### src/rtl/packet_router_pkg.sv
// Shared types and constants for the packet router core.
// Counter mode is selected by PACKET_ROUTER_COUNTER_SATURATE_EN.
package packet_router_pkg;

  typedef enum logic [1:0] {
    HEAD,
    FWD0,
    FWD1,
    DROP
  } state_t;

  localparam logic [1:0] ROUTE_OUT0 = 2'd0;
  localparam logic [1:0] ROUTE_OUT1 = 2'd1;

  localparam int COUNTER_WIDTH = 32;

  function automatic state_t route_to_state(
    input logic [1:0] route
  );
    state_t s;
    s = DROP;
    if (route == ROUTE_OUT0) s = FWD0;
    if (route == ROUTE_OUT1) s = FWD1;
    return s;
  endfunction

endpackage

### src/rtl/packet_router_if.sv
// AXI-Stream beat bundle used for the router input and both outputs.
// Master drives data/valid/last, slave returns ready.
interface packet_router_if #(
  parameter int DW = 32
) ();

  logic [DW-1:0] tdata;
  logic          tvalid;
  logic          tready;
  logic          tlast;

  modport master (
    output tdata,
    output tvalid,
    output tlast,
    input  tready
  );

  modport slave (
    input  tdata,
    input  tvalid,
    input  tlast,
    output tready
  );

endinterface

### src/rtl/packet_router_counter.sv
// Statistics counter; wraps by default, saturates when
// PACKET_ROUTER_COUNTER_SATURATE_EN is defined.
module packet_router_counter
  import packet_router_pkg::*;
(
  input  logic                     clk,
  input  logic                     reset,
  input  logic                     inc,
  output logic [COUNTER_WIDTH-1:0] count
);

  logic [COUNTER_WIDTH-1:0] count_q;
  logic [COUNTER_WIDTH-1:0] count_d;

  always_comb begin
    count_d = count_q;
    if (inc) begin
`ifdef PACKET_ROUTER_COUNTER_SATURATE_EN
      if (count_q != '1)
        count_d = count_q + COUNTER_WIDTH'(1);
`else
      count_d = count_q + COUNTER_WIDTH'(1);
`endif
    end
  end

  always_ff @(posedge clk) begin
    if (reset)
      count_q <= '0;
    else
      count_q <= count_d;
  end

  assign count = count_q;

endmodule

### src/rtl/packet_router_core.sv
// Zero-latency AXI-Stream 1:2 packet router with drop path and stats.
// Counter mode selected by PACKET_ROUTER_COUNTER_SATURATE_EN.
module packet_router_core
  import packet_router_pkg::*;
#(
  parameter int DATA_WIDTH = 32
) (
  input  logic                     clk,
  input  logic                     reset,
  packet_router_if.slave           s_axis,
  packet_router_if.master          m0_axis,
  packet_router_if.master          m1_axis,
  output logic [COUNTER_WIDTH-1:0] num_packets_sent_to_output_0,
  output logic [COUNTER_WIDTH-1:0] num_packets_sent_to_output_1,
  output logic [COUNTER_WIDTH-1:0] num_packets_dropped
);

  state_t state_q;
  state_t state_d;
  state_t path;

  logic s_rdy;
  logic v0;
  logic v1;
  logic acc;
  logic done;
  logic inc0;
  logic inc1;
  logic incd;

  // Header beats pick their path from live tdata; body beats follow state.
  always_comb begin
    path = state_q;
    if (state_q == HEAD)
      path = route_to_state(s_axis.tdata[1:0]);
    s_rdy = 1'b0;
    v0    = 1'b0;
    v1    = 1'b0;
    if (!reset) begin
      unique case (path)
        FWD0: begin
          s_rdy = m0_axis.tready;
          v0    = s_axis.tvalid;
        end
        FWD1: begin
          s_rdy = m1_axis.tready;
          v1    = s_axis.tvalid;
        end
        DROP: s_rdy = 1'b1;
        HEAD: s_rdy = 1'b0;
      endcase
    end
    acc  = s_axis.tvalid & s_rdy;
    done = acc & s_axis.tlast;
    inc0 = done & (path == FWD0);
    inc1 = done & (path == FWD1);
    incd = done & (path == DROP);
    state_d = state_q;
    if (acc)
      state_d = s_axis.tlast ? HEAD : path;
  end

  always_ff @(posedge clk) begin
    if (reset)
      state_q <= HEAD;
    else
      state_q <= state_d;
  end

  assign s_axis.tready  = s_rdy;
  assign m0_axis.tvalid = v0;
  assign m1_axis.tvalid = v1;
  assign m0_axis.tdata  = s_axis.tdata[DATA_WIDTH-1:0];
  assign m1_axis.tdata  = s_axis.tdata[DATA_WIDTH-1:0];
  assign m0_axis.tlast  = s_axis.tlast;
  assign m1_axis.tlast  = s_axis.tlast;

  packet_router_counter u_cnt0 (
    .clk   (clk),
    .reset (reset),
    .inc   (inc0),
    .count (num_packets_sent_to_output_0)
  );

  packet_router_counter u_cnt1 (
    .clk   (clk),
    .reset (reset),
    .inc   (inc1),
    .count (num_packets_sent_to_output_1)
  );

  packet_router_counter u_cntd (
    .clk   (clk),
    .reset (reset),
    .inc   (incd),
    .count (num_packets_dropped)
  );

endmodule

### src/flat_wrapper.sv
// flat-port wrapper written by rule: the top's interface ports become plain ports
module packet_router_core_flat import packet_router_pkg::*;
#(
  parameter int DATA_WIDTH = 32
)
  (clk, reset, num_packets_sent_to_output_0, num_packets_sent_to_output_1, num_packets_dropped, s_axis_tdata, s_axis_tvalid, s_axis_tlast, s_axis_tready, m0_axis_tdata, m0_axis_tvalid, m0_axis_tlast, m0_axis_tready, m1_axis_tdata, m1_axis_tvalid, m1_axis_tlast, m1_axis_tready);
  packet_router_if #(.DW(32)) s_axis_i ();
  packet_router_if #(.DW(32)) m0_axis_i ();
  packet_router_if #(.DW(32)) m1_axis_i ();
  input  logic clk;
  input  logic reset;
  output logic [COUNTER_WIDTH-1:0] num_packets_sent_to_output_0;
  output logic [COUNTER_WIDTH-1:0] num_packets_sent_to_output_1;
  output logic [COUNTER_WIDTH-1:0] num_packets_dropped;
  input wire logic [$bits(s_axis_i.tdata)-1:0] s_axis_tdata;
  input wire logic [$bits(s_axis_i.tvalid)-1:0] s_axis_tvalid;
  input wire logic [$bits(s_axis_i.tlast)-1:0] s_axis_tlast;
  output wire logic [$bits(s_axis_i.tready)-1:0] s_axis_tready;
  output wire logic [$bits(m0_axis_i.tdata)-1:0] m0_axis_tdata;
  output wire logic [$bits(m0_axis_i.tvalid)-1:0] m0_axis_tvalid;
  output wire logic [$bits(m0_axis_i.tlast)-1:0] m0_axis_tlast;
  input wire logic [$bits(m0_axis_i.tready)-1:0] m0_axis_tready;
  output wire logic [$bits(m1_axis_i.tdata)-1:0] m1_axis_tdata;
  output wire logic [$bits(m1_axis_i.tvalid)-1:0] m1_axis_tvalid;
  output wire logic [$bits(m1_axis_i.tlast)-1:0] m1_axis_tlast;
  input wire logic [$bits(m1_axis_i.tready)-1:0] m1_axis_tready;
  assign s_axis_i.tdata = s_axis_tdata;
  assign s_axis_i.tvalid = s_axis_tvalid;
  assign s_axis_i.tlast = s_axis_tlast;
  assign s_axis_tready = s_axis_i.tready;
  assign m0_axis_tdata = m0_axis_i.tdata;
  assign m0_axis_tvalid = m0_axis_i.tvalid;
  assign m0_axis_tlast = m0_axis_i.tlast;
  assign m0_axis_i.tready = m0_axis_tready;
  assign m1_axis_tdata = m1_axis_i.tdata;
  assign m1_axis_tvalid = m1_axis_i.tvalid;
  assign m1_axis_tlast = m1_axis_i.tlast;
  assign m1_axis_i.tready = m1_axis_tready;
  packet_router_core #(.DATA_WIDTH(DATA_WIDTH)) u_core (.clk(clk), .reset(reset), .s_axis(s_axis_i), .m0_axis(m0_axis_i), .m1_axis(m1_axis_i), .num_packets_sent_to_output_0(num_packets_sent_to_output_0), .num_packets_sent_to_output_1(num_packets_sent_to_output_1), .num_packets_dropped(num_packets_dropped));
endmodule
### config.mk
export PLATFORM = sky130hd
export DESIGN_NAME = packet_router_core_flat
export DESIGN_NICKNAME = d
export VERILOG_FILES = /design/src/rtl/packet_router_pkg.sv /design/src/rtl/packet_router_if.sv /design/src/rtl/packet_router_counter.sv /design/src/rtl/packet_router_core.sv /design/src/flat_wrapper.sv
export SDC_FILE = /design/constraint.sdc
export NUM_CORES = 1
export LEC_CHECK = 0
export BUFFER_PORTS_ARGS = -buffer_cell sky130_fd_sc_hd__buf_2
export CAP_MARGIN = 5
export CORE_MARGIN = 2
export CORE_UTILIZATION = 44
export CTS_CLUSTER_SIZE = 25
export DETAILED_ROUTE_END_ITERATION = 12
export GPL_ROUTABILITY_DRIVEN = 1
export PLACE_DENSITY = 0.75
export SYNTH_ARGS = -nofsm -noshare
export SYNTH_HDL_FRONTEND = slang
export SYNTH_SLANG_ARGS = --single-unit
export TNS_END_PERCENT = 10
### constraint.sdc
create_clock -name clk -period 1.85 [get_ports clk]
set_input_delay 0.37 -clock clk [delete_from_list [all_inputs] [get_ports clk]]
set_output_delay 0.37 -clock clk [all_outputs]
set_load 0.02 [all_outputs]
==> results of run 1 <==
[cells by family after synthesis]
| family | Yosys count | share of synthesized area (%) |
|---|---|---|
| mux | 4 | 0.810 |
| fa+ha+maj | 3 | 0.736 |
| xor+xnor | 75 | 12.9 |
| compound gates | 46 | 5.64 |
| buf+inv | 102 | 12.6 |
| flops | 98 | 38.5 |
| simple gates | 276 | 28.8 |
[sequential cells by signal, summed over array words and instances, names as in the netlist]
register,cells
u_core.u_cnt1.count,32
u_core.state_q,2
u_core.u_cnt0.count,32
u_core.u_cntd.count,32
[stage by stage]
step	hold WS [ns]	setup TNS [ns]	power [uW]	instance area, um^2
after global placement	0.473	-0.123	2350	5800
after floorplan	0.470	-0.119	2460	5110
after global routing	0.359	-0.896	4290	6300
final	0.368	-0.0677	4160	6300
after CTS	0.345	-0.214	4200	6140
after detailed placement	0.485	-0.811	2350	5800
[critical path: stages (launching register included)]
cell     delay, ns
dfxtp_2       0.34
o21ba_4       0.16
buf_6         0.11
o32a_1        0.31
and2_4        0.16
buf_6         0.13
[final cells by class]
cell class / count / area, um^2 / share of cell area (%)
multi-input combinational: 404 / 2620 / 41.5
clock inverter: 3 / 22.5 / 0.358
clock buffer: 13 / 270 / 4.29
inverter: 12 / 45.0 / 0.715
sequential: 98 / 1980 / 31.4
timing repair buffer: 190 / 1190 / 18.8
tap: 143 / 179 / 2.84
[per-layer routing]
layer / GRT usage [%] / part of all wire, % / vias to the layer above
met2: 35.3 / 50 / 128
met4: 12.3 / 4.1 / 0
met3: 3.54 / 4.5 / 53
met5: 0 / 0 / -
li1: - / - / 2262
met1: 22.5 / 41 / 2227
[how the worst max path moves through the flow]
stage,depth (start not counted),end,from,slack [ns]
6_report,5,s_axis_tready,u_core.state_q[0],-0.06
5_1_grt,5,s_axis_tready,u_core.state_q[0],-0.12
4_1_cts,5,s_axis_tready,u_core.state_q[0],-0.11
3_5_place_dp,7,u_core.u_cnt0.count[24],s_axis_tdata[0],-0.08
3_3_place_gp,8,u_core.u_cntd.count[4],s_axis_tdata[1],-0.04
2_1_floorplan,7,u_core.u_cnt1.count[27],u_core.u_cnt1.count[2],-0.01
[layout by cell type (no fill, tap or decap), drive strengths merged, types with 2 or more instances in the layout]
cell type	netlist	routed
inv	12	12
nor4b	2	2
nor2b	2	2
nand4b	2	2
clkbuf	13	13
dfxtp	98	98
nand4	43	43
mux2i	3	3
a31oi	2	2
nand3	33	33
o31ai	4	4
xor2	51	51
xnor2	24	24
a211oi	2	2
a21oi	18	18
nor4	10	10
ha	3	3
buf	77	190
and4	11	11
nor2	88	88
and2	7	7
o2111ai	2	2
o21ai	12	12
and3	15	15
clkinvlp	0	3
or3	9	9
or4	4	4
nor3	12	12
nand2	33	33
[report_power, final]
group	leakage (uW)	switching (uW)	internal [uW]
Combinational	0.00175	126	95.1
Sequential	0.000795	4.13	2110
Clock	0.000134	796	1020
[repair_timing]
item / 4_1_cts / 5_1_grt
pin swaps: 3 / 13
cloned: 0 / 1
resized for setup: 12 / 34
endpoints found under the hold margin: 0 / 0
buffers inserted: 2 / 4
endpoints found under the setup margin: 8 / 48
==> reports/qor.yml, run 1 <==
status: "finished with violations"
failed_checks: "setup timing"
worstMarginPinSlew_ns: 0.613
clk_latency_ns: 0.35
final_hold_viol_count: 0
antenna_found_initial: 0
gp_congestion: 0.880
cp_max_fo: 3
postRouteAntennaNets: 0
grt_max_degree: 60
fillers: 1035
finalSetupViolations: 2
ys.flop_type: "dfxtp_1"
synth_edf_count: 0
grt_pass1_wl_um: 20900
skew_ns: 0.0101
seq_area_frac_synth_pct: 38.5
grt_usage_pct: 20.1
critPathKind: "flop to output pin"
ys_warn_count: 0
area_delta_synth_final_pct: 23.5
numCtsBuffers: 9
max_freq_mhz: 522
nets: 756
synth_seq_cells: 98
hold_depth: 2
clock-sinks: 98
hp-start: "s_axis_tlast"
cp_data_arrival_time_ns: 1.54
post-route-min-period_ns: 1.91
vdd_drop_max_v: 0.000523
synth.most_common_cell: "dfxtp_1"
htree_num_levels: 3
worstPathRequired_ns: 1.48
dr.pass1.iters: 4
avgSynthCellArea_um2: 8.44
r2r-start: "u_core.state_q[0]"
dp_hpwl_um: 9200
hold_buffers: 0
pre_cts_ws_ns: -0.0846
rr_worst_depth: 8
cts_root_buffer: "clkbuf_16"
r2r_setup_slack_ns: 0
boundaryPins: 203
die_h_um: 112
first_global_vias: 4605
clk_pin_slew_ns: 0.06
core-area_mm2: 0.0114
synth_fp_nets: 645
final-max-slew-violation-count: 0
synth_async_sr_flop_share_pct: 0
netlist_instances: 604
finalCritPeriodShare_pct: 103
grt_overflow: 0
final_core_util_pct: 55.4
cp-start-kind: "flop"
synth.largest_area_cell: "dfxtp_1"
io_buffers: 112
cts_tree: "built"
min_to: "u_core.state_q[0]"
start_util_pct: 44.8
synth_top_cell_area_share_pct: 38.5
p_per_area_mw_per_mm2: 660
synth_area_leaders: "dfxtp_1 38%, buf_4 9.7%, xor2_1 8.8%, nor2_1 6.5%, nand4_1 5.3%"
final_cells: 863
drive_above_1_share_pct: 34.0
fin_ws_ns: -0.0644
relSlewSlack_pct: 59.1
wl_per_cell_um: 14.8
drtIter0Drc: 277
synth.distinct_cells: 48
via_per_inst: 5.41
dr_total_vias: 4670
rsz0062_at_grt: "true"
n_antenna_cell: 0
post-place-cells: 840
min_path_type: "input port to flop"
leakage_uw: 0.00268
drv_cap: 0
clockBufferDepth: 2
die_area_mm2: 0.0125
synth_area_mm2: 0.00510
r2r_end: "u_core.u_cntd.count[4]"
die_x_um: 112
std_cell_rows: 39
drt_wl_total_um: 12800
drcViolationCount: 0
ys_top_cells_by_count: "98 x dfxtp_1, 88 x nor2_1, 66 x buf_4, 51 x xor2_1, 43 x nand4_1"
cp-end-kind: "output pin"
(Power assumes the default switching activity.)
==> run 2, diff against run 1 <==
--- a/config.mk
+++ b/config.mk
@@ -7,6 +7,7 @@
 export LEC_CHECK = 0
 export BUFFER_PORTS_ARGS = -buffer_cell sky130_fd_sc_hd__buf_2
 export CAP_MARGIN = 5
+export CORE_ASPECT_RATIO = 0.5
 export CORE_MARGIN = 2
 export CORE_UTILIZATION = 44
 export CTS_CLUSTER_SIZE = 25
==> reports/qor.yml, run 2 (synthesis gave the netlist of run 1 again) <==
status: "finished with violations"
failed_checks: "setup timing"
clk_pin_slew_ns: 0.07
final_hold_viol_count: 0
fin_ws_ns: -0.0254
finalCritPeriodShare_pct: 101
crit_family: "compound AO/OA/AOI/OAI gates"
cts_root_buffer: "clkbuf_16"
area_delta_synth_final_pct: 24.2
crit_buf_inv: 2
worstPathRequired_ns: 1.48
drcViolationCount: 0
wl_per_cell_um: 14.4
grt_overflow: 0
worst_path_largest_cell_delay_ns: 0.34
grt_usage_pct: 19.4
cp_max_fo: 3
cp-end-kind: "output pin"
seqPwrFrac_pct: 49.5
die_area_mm2: 0.0125
cts_tree: "built"
p_sw_uw: 949
relSlewSlack_pct: 71.6
drv_cap: 0
p_sw_share_pct: 22.2
pwr-share-clk_pct: 45.6
nets: 763
core-area_mm2: 0.0111
critPathSlowestCell: "dfxtp_2"
start_util_pct: 45.7
die_x_um: 156
vdd_drop_max_v: 0.000457
combPwrFrac_pct: 4.9
clock-sinks: 98
drive_above_1_share_pct: 32.6
pre_cts_ws_ns: -0.136
grt_pass1_wl_um: 19600
total_power_uw: 4280
drtIter0Drc: 248
gp_congestion: 0.819
worstMarginPinSlew_ns: 0.422
post-route-min-period_ns: 1.88
leakage_uw: 0.00271
htree_num_levels: 3
cpMostUsedCell: "buf_6"
max_freq_mhz: 533
via_per_inst: 5.22
finalSetupViolations: 1
io_buffers: 112
grt_max_degree: 96
dp_hpwl_um: 9140
dr.pass1.iters: 4
clk_latency_ns: 0.34
die_h_um: 80.1
layout_commonest_cell: "buf_2"
cp-start-kind: "flop"
n_antenna_cell: 0
internal_power_uw: 3330
p_per_area_mw_per_mm2: 676
boundaryPins: 203
setup_tns_ns: -0.0254
numCtsBuffers: 9
min_path_type: "input port to flop"
rsz0062_at_grt: "true"
cp_cell_sequence: "o21ba_4 > buf_6 > o32a_1 > and2_4 > buf_6"
skew_ns: 0.00661
cp_data_arrival_time_ns: 1.51
final-max-slew-violation-count: 0
first_global_vias: 4016
dr_total_vias: 4550
std_cell_rows: 27
antenna_found_initial: 0
drt_wl_total_um: 12600
critPathKind: "flop to output pin"
mostFrequentLayoutCells: "110 x buf_2, 94 x dfxtp_1, 88 x nor2_1"
postRouteAntennaNets: 0
clockBufferDepth: 2
==> run 2: area by class of cell <==
cell class | instances | area, um^2
clock inverter | 5 | 61.3
inverter | 12 | 45.0
clock buffer | 11 | 253
fill | 1015 | 4820
sequential | 98 | 1970
tap | 145 | 181
timing repair buffer | 197 | 1260
multi-input combinational | 404 | 2560
==> run 2: what timing repair did <==
item	CTS	global route
setup endpoints to repair	9	25
pin swaps	3	5
buffers inserted	2	4
cloned	0	0
resized for setup	7	17
endpoints found under the hold margin	0	0
hold buffers	0	0
==> run 2: power groups by stage <==
stage / combinational, uW / sequential [uW] / clock [uW]
after floorplan: 293 / 2170 / 0
after global placement: 185 / 2170 / 0
after detailed placement: 186 / 2170 / 0
after CTS: 201 / 2120 / 2010
after global routing: 223 / 2120 / 2090
final: 208 / 2120 / 1950
==> run 2: per-layer routing <==
| layer | track usage [%] | vias to the layer above | routed length (um) |
|---|---|---|---|
| met5 | 0 | - | 0 |
| met4 | 5.05 | 0 | 127 |
| met3 | 5.18 | 17 | 835 |
| met2 | 32.7 | 134 | 6050 |
| met1 | 24.9 | 2138 | 5570 |
| li1 | - | 2261 | - |
==> run 2: through the flow <==
stage	util (%)	hold WS, ns	cell area (um^2)	std cells
3_3_place_gp	52.7	0.482	5870	850
5_1_grt	56.8	0.257	6330	872
3_5_place_dp	52.7	0.487	5870	850
2_1_floorplan	-	0.470	5110	604
4_1_cts	55.9	0.244	6230	868
6_report	56.8	0.249	6330	872
==> run 2: worst paths after layout <==
| kind | slack, ns | startpoint | end | depth (start not counted) |
|---|---|---|---|---|
| worst max-delay path | -0.03 | u_core.state_q[0] | s_axis_tready | 5 |
| worst min-delay path | 0.25 | reset | u_core.state_q[0] | 2 |
| worst max register to register | 0.05 | u_core.state_q[0] | u_core.u_cnt0.count[22] | 7 |
| worst min register to register | 0.49 | u_core.u_cnt0.count[31] | u_core.u_cnt0.count[31] | 1 |
==> run 2: worst register-to-register path: stages, from the launching register on <==
cell     delay [ns]
dfxtp_2        0.34
o21ba_4        0.16
buf_4          0.14
nor3_4         0.19
nand3_2        0.21
buf_4          0.21
or3_1          0.34
a21oi_1        0.14
==> run 3, diff against run 2 <==
--- a/config.mk
+++ b/config.mk
@@ -5,7 +5,7 @@
 export SDC_FILE = /design/constraint.sdc
 export NUM_CORES = 1
 export LEC_CHECK = 0
-export BUFFER_PORTS_ARGS = -buffer_cell sky130_fd_sc_hd__buf_2
+export BUFFER_PORTS_ARGS = -buffer_cell sky130_fd_sc_hd__clkbuf_2
 export CAP_MARGIN = 5
 export CORE_ASPECT_RATIO = 0.5
 export CORE_MARGIN = 2
==> reports/qor.yml, run 3 (synthesis gave the netlist of run 1 again) <==
status: "finished with violations"
failed_checks: "setup timing"
grt_pass1_wl_um: 20200
p_per_area_mw_per_mm2: 681
clockBufferDepth: 2
dr_total_vias: 4555
via_per_inst: 5.24
vdd_drop_max_v: 0.000454
finalSetupViolations: 3
dp_hpwl_um: 9230
boundaryPins: 203
final-max-slew-violation-count: 0
postRouteAntennaNets: 0
placed_area_mm2: 0.00587
cts_tree: "built"
numCtsBuffers: 9
start_util_pct: 45.7
relSlewSlack_pct: 45.8
n_antenna_cell: 0
cp_max_fo: 6
final_cells: 870
seq_area_mm2: 0.00197
cp_data_arrival_time_ns: 2.16
std_cell_rows: 27
fin_ws_ns: -0.0403
worstPathRequired_ns: 2.12
post-route-min-period_ns: 1.89
drtIter0Drc: 212
die_h_um: 80.1
grt_max_degree: 77
nets: 761
finalCritPeriodShare_pct: 102
max_freq_mhz: 529
gp_congestion: 0.779
io_buffers: 112
critPathKind: "flop to flop"
clk_latency_ns: 0.34
drive_above_1_share_pct: 32.3
drcViolationCount: 0
fillers: 1013
mostFrequentLayoutCells: "109 x clkbuf_2, 94 x dfxtp_1, 88 x nor2_1"
clk_pin_slew_ns: 0.07
first_global_vias: 4205
die_area_mm2: 0.0125
rr_worst_depth: 7
dr.pass1.iters: 4
worstMarginPinSlew_ns: 0.814
area_delta_synth_final_pct: 23.1
grt_usage_pct: 20.0
design_area_mm2: 0.00628
core-area_mm2: 0.0111
clock-sinks: 98
layout_commonest_cell: "clkbuf_2"
cp-end-kind: "flop"
wl_per_cell_um: 14.7
skew_ns: 0.0111
post-place-cells: 851
drt_wl_total_um: 12700
drv_cap: 0
cts_root_buffer: "clkbuf_16"
grt_overflow: 0
hold_depth: 2
leakage_uw: 0.00262
cp-start-kind: "flop"
htree_num_levels: 3
final_hold_viol_count: 0
antenna_found_initial: 0
multi_input_area_mm2: 0.00255
rsz0062_at_grt: "true"
die_x_um: 156
min_path_type: "input port to flop"
run 3: cell types whose count changed in the layout (fill, tap and decap cells not counted), sizes merged:
cell / change
inv: -1
buf: -111
clkinvlp: -1
clkbuf: +109
clkinv: +2
run 3: cell type report:
cell class | instances | share of cell area [%]
Clock buffer | 11 | 4.03
Clock inverter | 5 | 0.997
Inverter | 12 | 0.718
Multi-Input combinational cell | 404 | 40.6
Sequential cell | 98 | 31.3
Tap cell | 145 | 2.89
Timing Repair Buffer | 195 | 19.5
run 3: report_power, final:
group          switching, uW  internal [uW]  leakage [uW]
sequential              4.10           2110      0.000791
combinational            121           87.4       0.00168
clock                    822           1130      0.000148
total                    948           3330       0.00262
run 3: worst max-delay path: stages, from the launching register on:
cell and delay [ns]:
dfxtp_2 0.35, o21ba_4 0.16, buf_6 0.11, nor3_4 0.27
nand3_2 0.17, buf_6 0.16, or4_4 0.48, a21oi_2 0.13
run 3: path summary, 6_finish.rpt:
path,to,start,slack (ns)
worst min register to register,u_core.u_cnt0.count[31],u_core.u_cnt0.count[31],0.50
worst max-delay path,u_core.u_cnt0.count[24],u_core.state_q[0],-0.04
worst max register to register,u_core.u_cnt0.count[24],u_core.state_q[0],-0.04
worst min-delay path,u_core.state_q[0],reset,0.26
run 3: per-stage QoR:
stage	util [%]	worst slack, ns	setup TNS, ns	hold WS [ns]	power, uW
detailed placement	52.6	-0.193	-3.30	0.491	2350
finish	56.3	-0.0403	-0.0972	0.257	4280
CTS	55.9	-0.0947	-0.105	0.250	4320
floorplan	-	-0.0126	-0.119	0.470	2460
global route	56.3	-0.105	-0.930	0.280	4410
global placement	52.6	-0.153	-1.64	0.479	2350
run 3: routing by layer:
metal / global-route usage [%] / part of all wire, % / wire length [um]
met1: 25.2 / 46 / 5870
met2: 34.0 / 47 / 6010
met3: 4.70 / 5.2 / 660
met4: 6.88 / 1.7 / 211
met5: 0 / 0 / 0
run 3: repair_timing:
action	CTS	global route
pin swaps	4	8
endpoints found under the setup margin	3	28
setup buffers	3	0
hold buffers	0	0
resized for setup	7	14
